File: src/rtl/rs75_error_corrector.sv
// RS(7,5) single-symbol error corrector over GF(8), p(x)=x^3+x+1.
// Each SEARCH cycle tests one error position, so the latency depends on where the error sits.
module rs75_error_corrector #(
  parameter int N            = 7,
  parameter int K            = 5,
  parameter int SYMBOL_WIDTH = 3
) (
  input  logic                        clk,
  input  logic                        reset,
  input  logic                        in_valid,
  output logic                        in_ready,
  input  logic [N*SYMBOL_WIDTH-1:0]   v,
  input  logic [SYMBOL_WIDTH-1:0]     s1,
  input  logic [SYMBOL_WIDTH-1:0]     s2,
  output logic                        out_valid,
  input  logic                        out_ready,
  output logic [N*SYMBOL_WIDTH-1:0]   c,
  output logic [K*SYMBOL_WIDTH-1:0]   data_out,
  output logic                        err_corrected,
  output logic                        err_uncorrectable,
  output logic [2:0]                  err_pos
);

  typedef enum logic [1:0] {IDLE, SEARCH, OUT} state_t;

  state_t                       state_q, state_d;
  logic [N*SYMBOL_WIDTH-1:0]    word_q, word_d;
  logic [SYMBOL_WIDTH-1:0]      syn2_q, syn2_d;
  logic [SYMBOL_WIDTH-1:0]      tVal_q, tVal_d;
  logic [SYMBOL_WIDTH-1:0]      uVal_q, uVal_d;
  logic [2:0]                   idx_q, idx_d;
  logic                         corrected_q, corrected_d;
  logic                         uncorrectable_q, uncorrectable_d;
  logic [2:0]                   pos_q, pos_d;

  function automatic logic [2:0] mulAlpha(input logic [2:0] x);
    return {x[1], x[0] ^ x[2], x[2]};
  endfunction

  // alpha^6 == alpha^-1, which reduces to a rotate with one feedback xor
  function automatic logic [2:0] mulAlphaInv(input logic [2:0] x);
    return {x[0], x[2], x[1] ^ x[0]};
  endfunction

  always_ff @(posedge clk or posedge reset) begin
    if (reset) begin
      state_q         <= IDLE;
      word_q          <= '0;
      syn2_q          <= '0;
      tVal_q          <= '0;
      uVal_q          <= '0;
      idx_q           <= '0;
      corrected_q     <= 1'b0;
      uncorrectable_q <= 1'b0;
      pos_q           <= '0;
    end else begin
      state_q         <= state_d;
      word_q          <= word_d;
      syn2_q          <= syn2_d;
      tVal_q          <= tVal_d;
      uVal_q          <= uVal_d;
      idx_q           <= idx_d;
      corrected_q     <= corrected_d;
      uncorrectable_q <= uncorrectable_d;
      pos_q           <= pos_d;
    end
  end

  always_comb begin
    state_d         = state_q;
    word_d          = word_q;
    syn2_d          = syn2_q;
    tVal_d          = tVal_q;
    uVal_d          = uVal_q;
    idx_d           = idx_q;
    corrected_d     = corrected_q;
    uncorrectable_d = uncorrectable_q;
    pos_d           = pos_q;
    case (state_q)
      IDLE: begin
        if (in_valid) begin
          word_d          = v;
          syn2_d          = s2;
          tVal_d          = s1;
          uVal_d          = s1;
          idx_d           = '0;
          corrected_d     = 1'b0;
          uncorrectable_d = 1'b0;
          pos_d           = '0;
          if (s1 == '0 && s2 == '0) begin
            state_d = OUT;
          end else if (s1 == '0 || s2 == '0) begin
            uncorrectable_d = 1'b1;
            state_d         = OUT;
          end else begin
            state_d = SEARCH;
          end
        end
      end
      SEARCH: begin
        // T = s1*a^k meets s2 exactly at the error position; U then holds the error value
        if (tVal_q == syn2_q) begin
          word_d[int'(idx_q)*SYMBOL_WIDTH +: SYMBOL_WIDTH] =
            word_q[int'(idx_q)*SYMBOL_WIDTH +: SYMBOL_WIDTH] ^ uVal_q;
          corrected_d = 1'b1;
          pos_d       = idx_q;
          state_d     = OUT;
        end else if (idx_q == 3'd6) begin
          uncorrectable_d = 1'b1;
          state_d         = OUT;
        end else begin
          idx_d  = idx_q + 3'd1;
          tVal_d = mulAlpha(tVal_q);
          uVal_d = mulAlphaInv(uVal_q);
        end
      end
      OUT: begin
        if (out_ready) state_d = IDLE;
      end
      default: state_d = IDLE;
    endcase
  end

  assign in_ready          = (state_q == IDLE);
  assign out_valid         = (state_q == OUT);
  assign c                 = word_q;
  assign data_out          = word_q[N*SYMBOL_WIDTH-1 -: K*SYMBOL_WIDTH];
  assign err_corrected     = corrected_q;
  assign err_uncorrectable = uncorrectable_q;
  assign err_pos           = pos_q;

endmodule

File: config.mk
export PLATFORM = sky130hd
export DESIGN_NAME = rs75_error_corrector
export DESIGN_NICKNAME = d
export VERILOG_FILES = /design/src/rtl/rs75_error_corrector.sv
export SDC_FILE = /design/constraint.sdc
export NUM_CORES = 1
export LEC_CHECK = 0
export CAP_MARGIN = 20
export CORE_ASPECT_RATIO = 1.25
export CORE_MARGIN = 2
export CORE_UTILIZATION = 35
export CTS_CLUSTER_DIAMETER = 60
export CTS_CLUSTER_SIZE = 25
export DETAILED_ROUTE_END_ITERATION = 16
export SLEW_MARGIN = 20
export SYNTH_ARGS = -nofsm -noshare
export SYNTH_HDL_FRONTEND = slang
export SYNTH_SLANG_ARGS = --single-unit
export TNS_END_PERCENT = 20
File: constraint.sdc
create_clock -name clk -period 2.39 [get_ports clk]
set_input_delay 0.478 -clock clk [delete_from_list [all_inputs] [get_ports clk]]
set_output_delay 0.478 -clock clk [all_outputs]
set_load 0.02 [all_outputs]
* Word level (Yosys, flattened, before mapping)
Index checks and enable logic that the tools add are counted.
** Cells by class
- Add/sub/neg operators :: 2
- Multiply operators :: 1
- Eq/ne operators :: 11
- Shift operators :: 3
- Muxes and demuxes :: 33
- Bitwise gates (word level) :: 3
- Reductions and logical operators :: 11
** Operator list (count)
- 2-to-1 mux 21 bit :: 2
- case mux 21 bit (2 select lines) :: 1
- negator 5 -> 33 bit :: 1
- variable shift 3 x 33 -> 21 bit, first input constant :: 1
- variable part select 3 x 33 -> 21 bit :: 1
- variable part select 21 x 32 -> 3 bit :: 1
- 2-to-1 mux 3 bit :: 9
- case mux 3 bit (2 select lines) :: 4
- bitwise mux 21 bit :: 1
- 2-to-1 mux 2 bit :: 6
- != test 2 bit, second input constant :: 5
- AND reduction 4 bit :: 2
- 2-to-1 mux 1 bit :: 7
- zero test 3 bit :: 2
- case mux 2 bit (3 select lines) :: 1
- AND reduction 3 bit :: 2
- multiplier 3 x 2 -> 5 bit, second input constant :: 1
- case mux 1 bit (2 select lines) :: 2
- adder 3 x 1 -> 3 bit, second input constant :: 1
- equality test 3 bit :: 1
- equality test 3 bit, second input constant :: 1
- != test 3 bit, second input constant :: 1
- bitwise XOR 3 bit :: 1
- equality test 2 x 1 -> 1 bit, second input constant :: 1
- 8 further kinds :: 9
** Storage, ports and cells
- Register bits after elaboration :: 40
- Bits of input ports :: 31
- Output and inout bits :: 43
- Word-level logic and storage cells :: 73

* Logic depth before layout (Yosys ltp)
Gate-level depths: netlist (run 1).
- Word-level depth :: 7
- Depth in mapped cells :: 10
- Mapped depth without buffers :: 7

* Worst setup path before layout (run 1)
No wires, ideal clock.
- Path type :: reg2reg
- Start point :: register idx_q[0]
- End point :: register word_q[6], in the netlist c[6]
- Library setup time :: 0.077 ns
- Data arrival time :: 2.139 ns
- Required time :: 2.313 ns
- Setup slack :: 0.174 ns
- Cell stages (with the launch flop) :: 10
- Buffers on the path :: 2
- Clock period less this slack :: 2.216 ns
- Path through :: dfrtp_1 buf_4 buf_6 inv_1 ha_1 xnor2_1 a21oi_1 or2_4 or3_1 o21ai_1
** Between the ends
- Cells in the longest elaborated chain, start to end :: 7
- Elaborated cells between the ends (all ways) :: 9
- Those cells by class :: add/sub: 1; mul: 1; shift: 3; mux: 3; bitwise: 1
** Ends and longest elaborated chain
- start, declared :: line 31 : logic [2:0] idx_q, idx_d;
- start signal, assigned :: line 62 : idx_q <= idx_d;
- multiplier 3 x 2 -> 5 bit (*) :: line 103, 104
- variable part select 21 x 32 -> 3 bit :: line 104 : word_q[int'(idx_q)*SYMBOL_WIDTH +: SYMBOL_WIDTH] ^ uVal_q;
- bitwise XOR 3 bit :: line 104
- variable part select 3 x 33 -> 21 bit :: line 103 : word_d[int'(idx_q)*SYMBOL_WIDTH +: SYMBOL_WIDTH] =
- bitwise mux 21 bit (*) :: line 103
- 2-to-1 mux 21 bit (*) :: line 102 : if (tVal_q == syn2_q) begin
- case mux 21 bit (2 select lines) (*) :: line 79 : case (state_q)
- end signal, assigned :: line 58 : word_q <= word_d;
- end, declared :: line 27 : logic [N*SYMBOL_WIDTH-1:0] word_q, word_d;
Mark *: on every way between the ends. The rest lies on a longest branch, timed or not. The select of a mux whose other input is x is not followed.
A chain may end at the register's enable or synchronous reset.

* Final worst setup path (run 1)
- Start point :: register idx_q[0]
- End point :: register word_q[12], in the netlist c[12]
Same word-level chain as after synthesis.

==> results of run 1 <==
[final cells by class]
| cell class | instances | area, um2 | area share, % |
|---|---|---|---|
| Multi-Input combinational cell | 193 | 1240 | 37.5 |
| Clock buffer | 6 | 82.6 | 2.50 |
| Inverter | 8 | 30.0 | 0.908 |
| Sequential cell | 40 | 1000 | 30.3 |
| Clock inverter | 2 | 10.0 | 0.303 |
| Timing Repair Buffer | 86 | 828 | 25.1 |
| Tap cell | 90 | 113 | 3.41 |
[routing by layer]
metal / GRT usage (%) / wire length, um / vias up
li1: - / - / 1078
met1: 22.3 / 2810 / 1039
met2: 30.1 / 3280 / 84
met3: 3.07 / 335 / 23
met4: 10.6 / 302 / 0
met5: 0 / 0 / -
[flip-flops by register name, indices dropped and copies added (netlist names)]
| register | flops |
|---|---|
| c | 21 |
| err_pos | 3 |
| idx_q | 3 |
| syn2_q | 3 |
| tVal_q | 3 |
| uVal_q | 3 |
| state_q | 2 |
| err_corrected | 1 |
| err_uncorrectable | 1 |
[cell families (layout without fill, tap and decap cells)]
logic type | after synthesis | after routing | share of synthesized area (%)
buf+inv | 36 | 102 | 8.57
fa+ha+maj | 7 | 7 | 3.57
xor+xnor | 13 | 13 | 4.64
flops | 40 | 40 | 40.8
mux | 11 | 11 | 4.69
simple gates | 85 | 85 | 18.2
compound gates | 77 | 77 | 19.5
[worst max-delay path, delay by kind of cell, from the launching register on]
family,cells,cell delay [ns]
AOI/OAI and AO/OA,2,0.36
DFF,1,0.45
muxes,1,0.24
xor gates and xnor gates,1,0.63
buffers and inverters,1,0.28
[layout by cell type (no fill, tap or decap), drive strengths merged, types with 2 or more instances in the layout]
| cell | count |
|---|---|
| a21o | 2 |
| mux2 | 4 |
| inv | 8 |
| xor2 | 6 |
| and2 | 2 |
| o211ai | 6 |
| o21ai | 26 |
| xnor2 | 7 |
| nor2b | 5 |
| clkdlybuf4s50 | 73 |
| nand3 | 9 |
| nand2 | 32 |
| clkinv | 2 |
| ha | 7 |
| mux2i | 7 |
| nor4 | 2 |
| nor3b | 2 |
| a21oi | 25 |
| or3 | 4 |
| nor3 | 2 |
| a221oi | 3 |
| o32ai | 3 |
| o22ai | 4 |
| buf | 13 |
| dfrtp | 40 |
| nor2 | 10 |
| o221ai | 3 |
| clkbuf | 6 |
| and3 | 9 |
| or2 | 3 |
[stage by stage]
step	setup WS, ns	cell area [um2]	hold WS, ns	instances
2_1_floorplan	0.174	2450	0.491	269
3_3_place_gp	0.160	3210	0.470	417
3_5_place_dp	0.134	3210	0.477	417
4_1_cts	0.250	3310	0.495	425
5_1_grt	0.0867	3310	0.533	425
6_report	0.266	3310	0.487	425
[power by group]
group / internal [uW] / switching (uW)
combinational: 1360 / 1690
sequential: 981 / 367
clock: 230 / 236
total: 2570 / 2290
[path summary, 6_finish.rpt]
path / from / end / slack (ns) / depth (start not counted)
worst min register to register: err_corrected / err_corrected / 0.49 / 1
worst max register to register: idx_q[0] / c[12] / 0.27 / 5
worst max-delay path: idx_q[0] / c[12] / 0.27 / 5
max in group asynchronous: reset / c[19] / 1.43 / 3
worst min-delay path: err_corrected / err_corrected / 0.49 / 1
min in group asynchronous: reset / err_corrected / 0.59 / 3
==> results.cfg, run 1 <==
[finish]
fin_nets = 372
drive_above_1_share_pct = 9.25
syn2layout_area_growth_pct = 34.8
n_antenna_cell = 0
fin_util_pct = 48.0
num-fill-cells = 700

[clock_network]
post_cts_resized = 0
cts_buffers = 5
clockRootBuffer = clkbuf_8
cts_sinks = 40
clk_pin_slew_ns = 0.08
htree_levels = 2
holdBufCountCts = 0
tritoncts = done
max-clock-path-buffers = 2
postCtsSetupBuffers = 0
clk_latency_ns = 0.30

[timing]
setup_violations = 0
hold_violations = 0
skew_ns = 0.00465
clock.fmax_mhz = 471
rsz0062_at_grt = no
worst_pin_slew_ns = 0.810
period_share_pct = 88.9
relSlewSlack_pct = 45.6
final.setup.tns_ns = 0
period_needed_ns = 2.12
slew_violations = 0

[floorplan]
die_h_um = 97.6
die_w_um = 78.9
rows = 34
initial_core_util_pct = 35.6
die-area_mm2 = 0.00770
ioPinCount = 74
coreArea_mm2 = 0.00689

[power]
peakVddDrop_mv = 0.730
p_total_uw = 4860
p_leak_uw = 0.00139
power_density_mw_per_mm2 = 1470

[critical_path]
required_ns = 2.53
cp_slowest_cell = xnor2_1
worst_setup_path_start_kind = flop
crit_chain = buf_4 > mux2i_1 > a221oi_1 > xnor2_1 > o21ai_0
cp_max_fo = 16
crit_type = reg2reg
arrival_ns = 2.26
cp-end-kind = flop
cpPeakStageDelay_ns = 0.63

[synth]
ys_types = 46
synthFlopType = dfrtp_1
synth_edf_count = 0
synth.avg_cell_area_um2 = 9.12
synth_cells = 269
async_flop_share_pct = 100
yosys_warnings = 0
ys_seq_elements = 40
synth_top_area_cell = dfrtp_1
synth_nets = 307
ys_top_cells_by_count = dfrtp_1, nand2_1, a21oi_1
ys_seq_area_share_pct = 40.8
synth_top_area_share_pct = 40.8
yosys-top-cells-area = dfrtp_1, buf_4, a21oi_1, nand2_1, o21ai_0
synth_area_mm2 = 0.00245
synth.most_common_cell = dfrtp_1

[placed_design]
io_buffers = 73
dp_hpwl_mm = 5.05
gp_routability_congestion = 0.819

[job]
drv_cap = 0

[global_route]
antenna_found_initial = 0
grt_max_degree = 41
grt-ovfl-total = 0
grt_usage_pct = 18.3
grt_pass1_wl_mm = 11.0
grt_pass1_vias = 2173

[routing]
drt-pass1-iter-count = 4
ant_nets = 0
drc_errors = 0
via_per_inst = 5.23
num_vias = 2224
wire_per_inst_um = 15.8
routed_wl_mm = 6.73
initialDrtViolationCount = 128

[run_status]
outcome = completed

[hold_path]
hold_path_class = reg2reg
No activity file was read; power rests on OpenSTA's default activity.
==> inputs of run 2 (changes only) <==
--- a/config.mk
+++ b/config.mk
@@ -13,4 +13,5 @@
 export CTS_CLUSTER_SIZE = 25
 export DETAILED_ROUTE_END_ITERATION = 16
+export GPL_ROUTABILITY_DRIVEN = 0
 export SLEW_MARGIN = 20
 export SYNTH_ARGS = -nofsm -noshare
==> constraint.sdc (replaced) <==
create_clock -name clk -period 2.39 [get_ports clk]
set_input_delay 0.478 -clock clk [delete_from_list [all_inputs] [get_ports clk]]
set_output_delay 0.478 -clock clk [all_outputs]
set_load 0.01 [all_outputs]
==> results of run 2 <==
Same layout as run 1 (identical final DEF). Status: completed.
Among the figures that moved: total power 4860 uW -> 4610 uW; worst IR drop on VDD 0.730 mV -> 0.692 mV
==> inputs of run 3 (changes only) <==
- SLEW_MARGIN: 20 -> unset
==> results of run 3 <==
Same layout as run 1 (identical final DEF). Status: completed.
Among the figures that moved: total power 4860 uW -> 4610 uW; worst IR drop on VDD 0.730 mV -> 0.692 mV
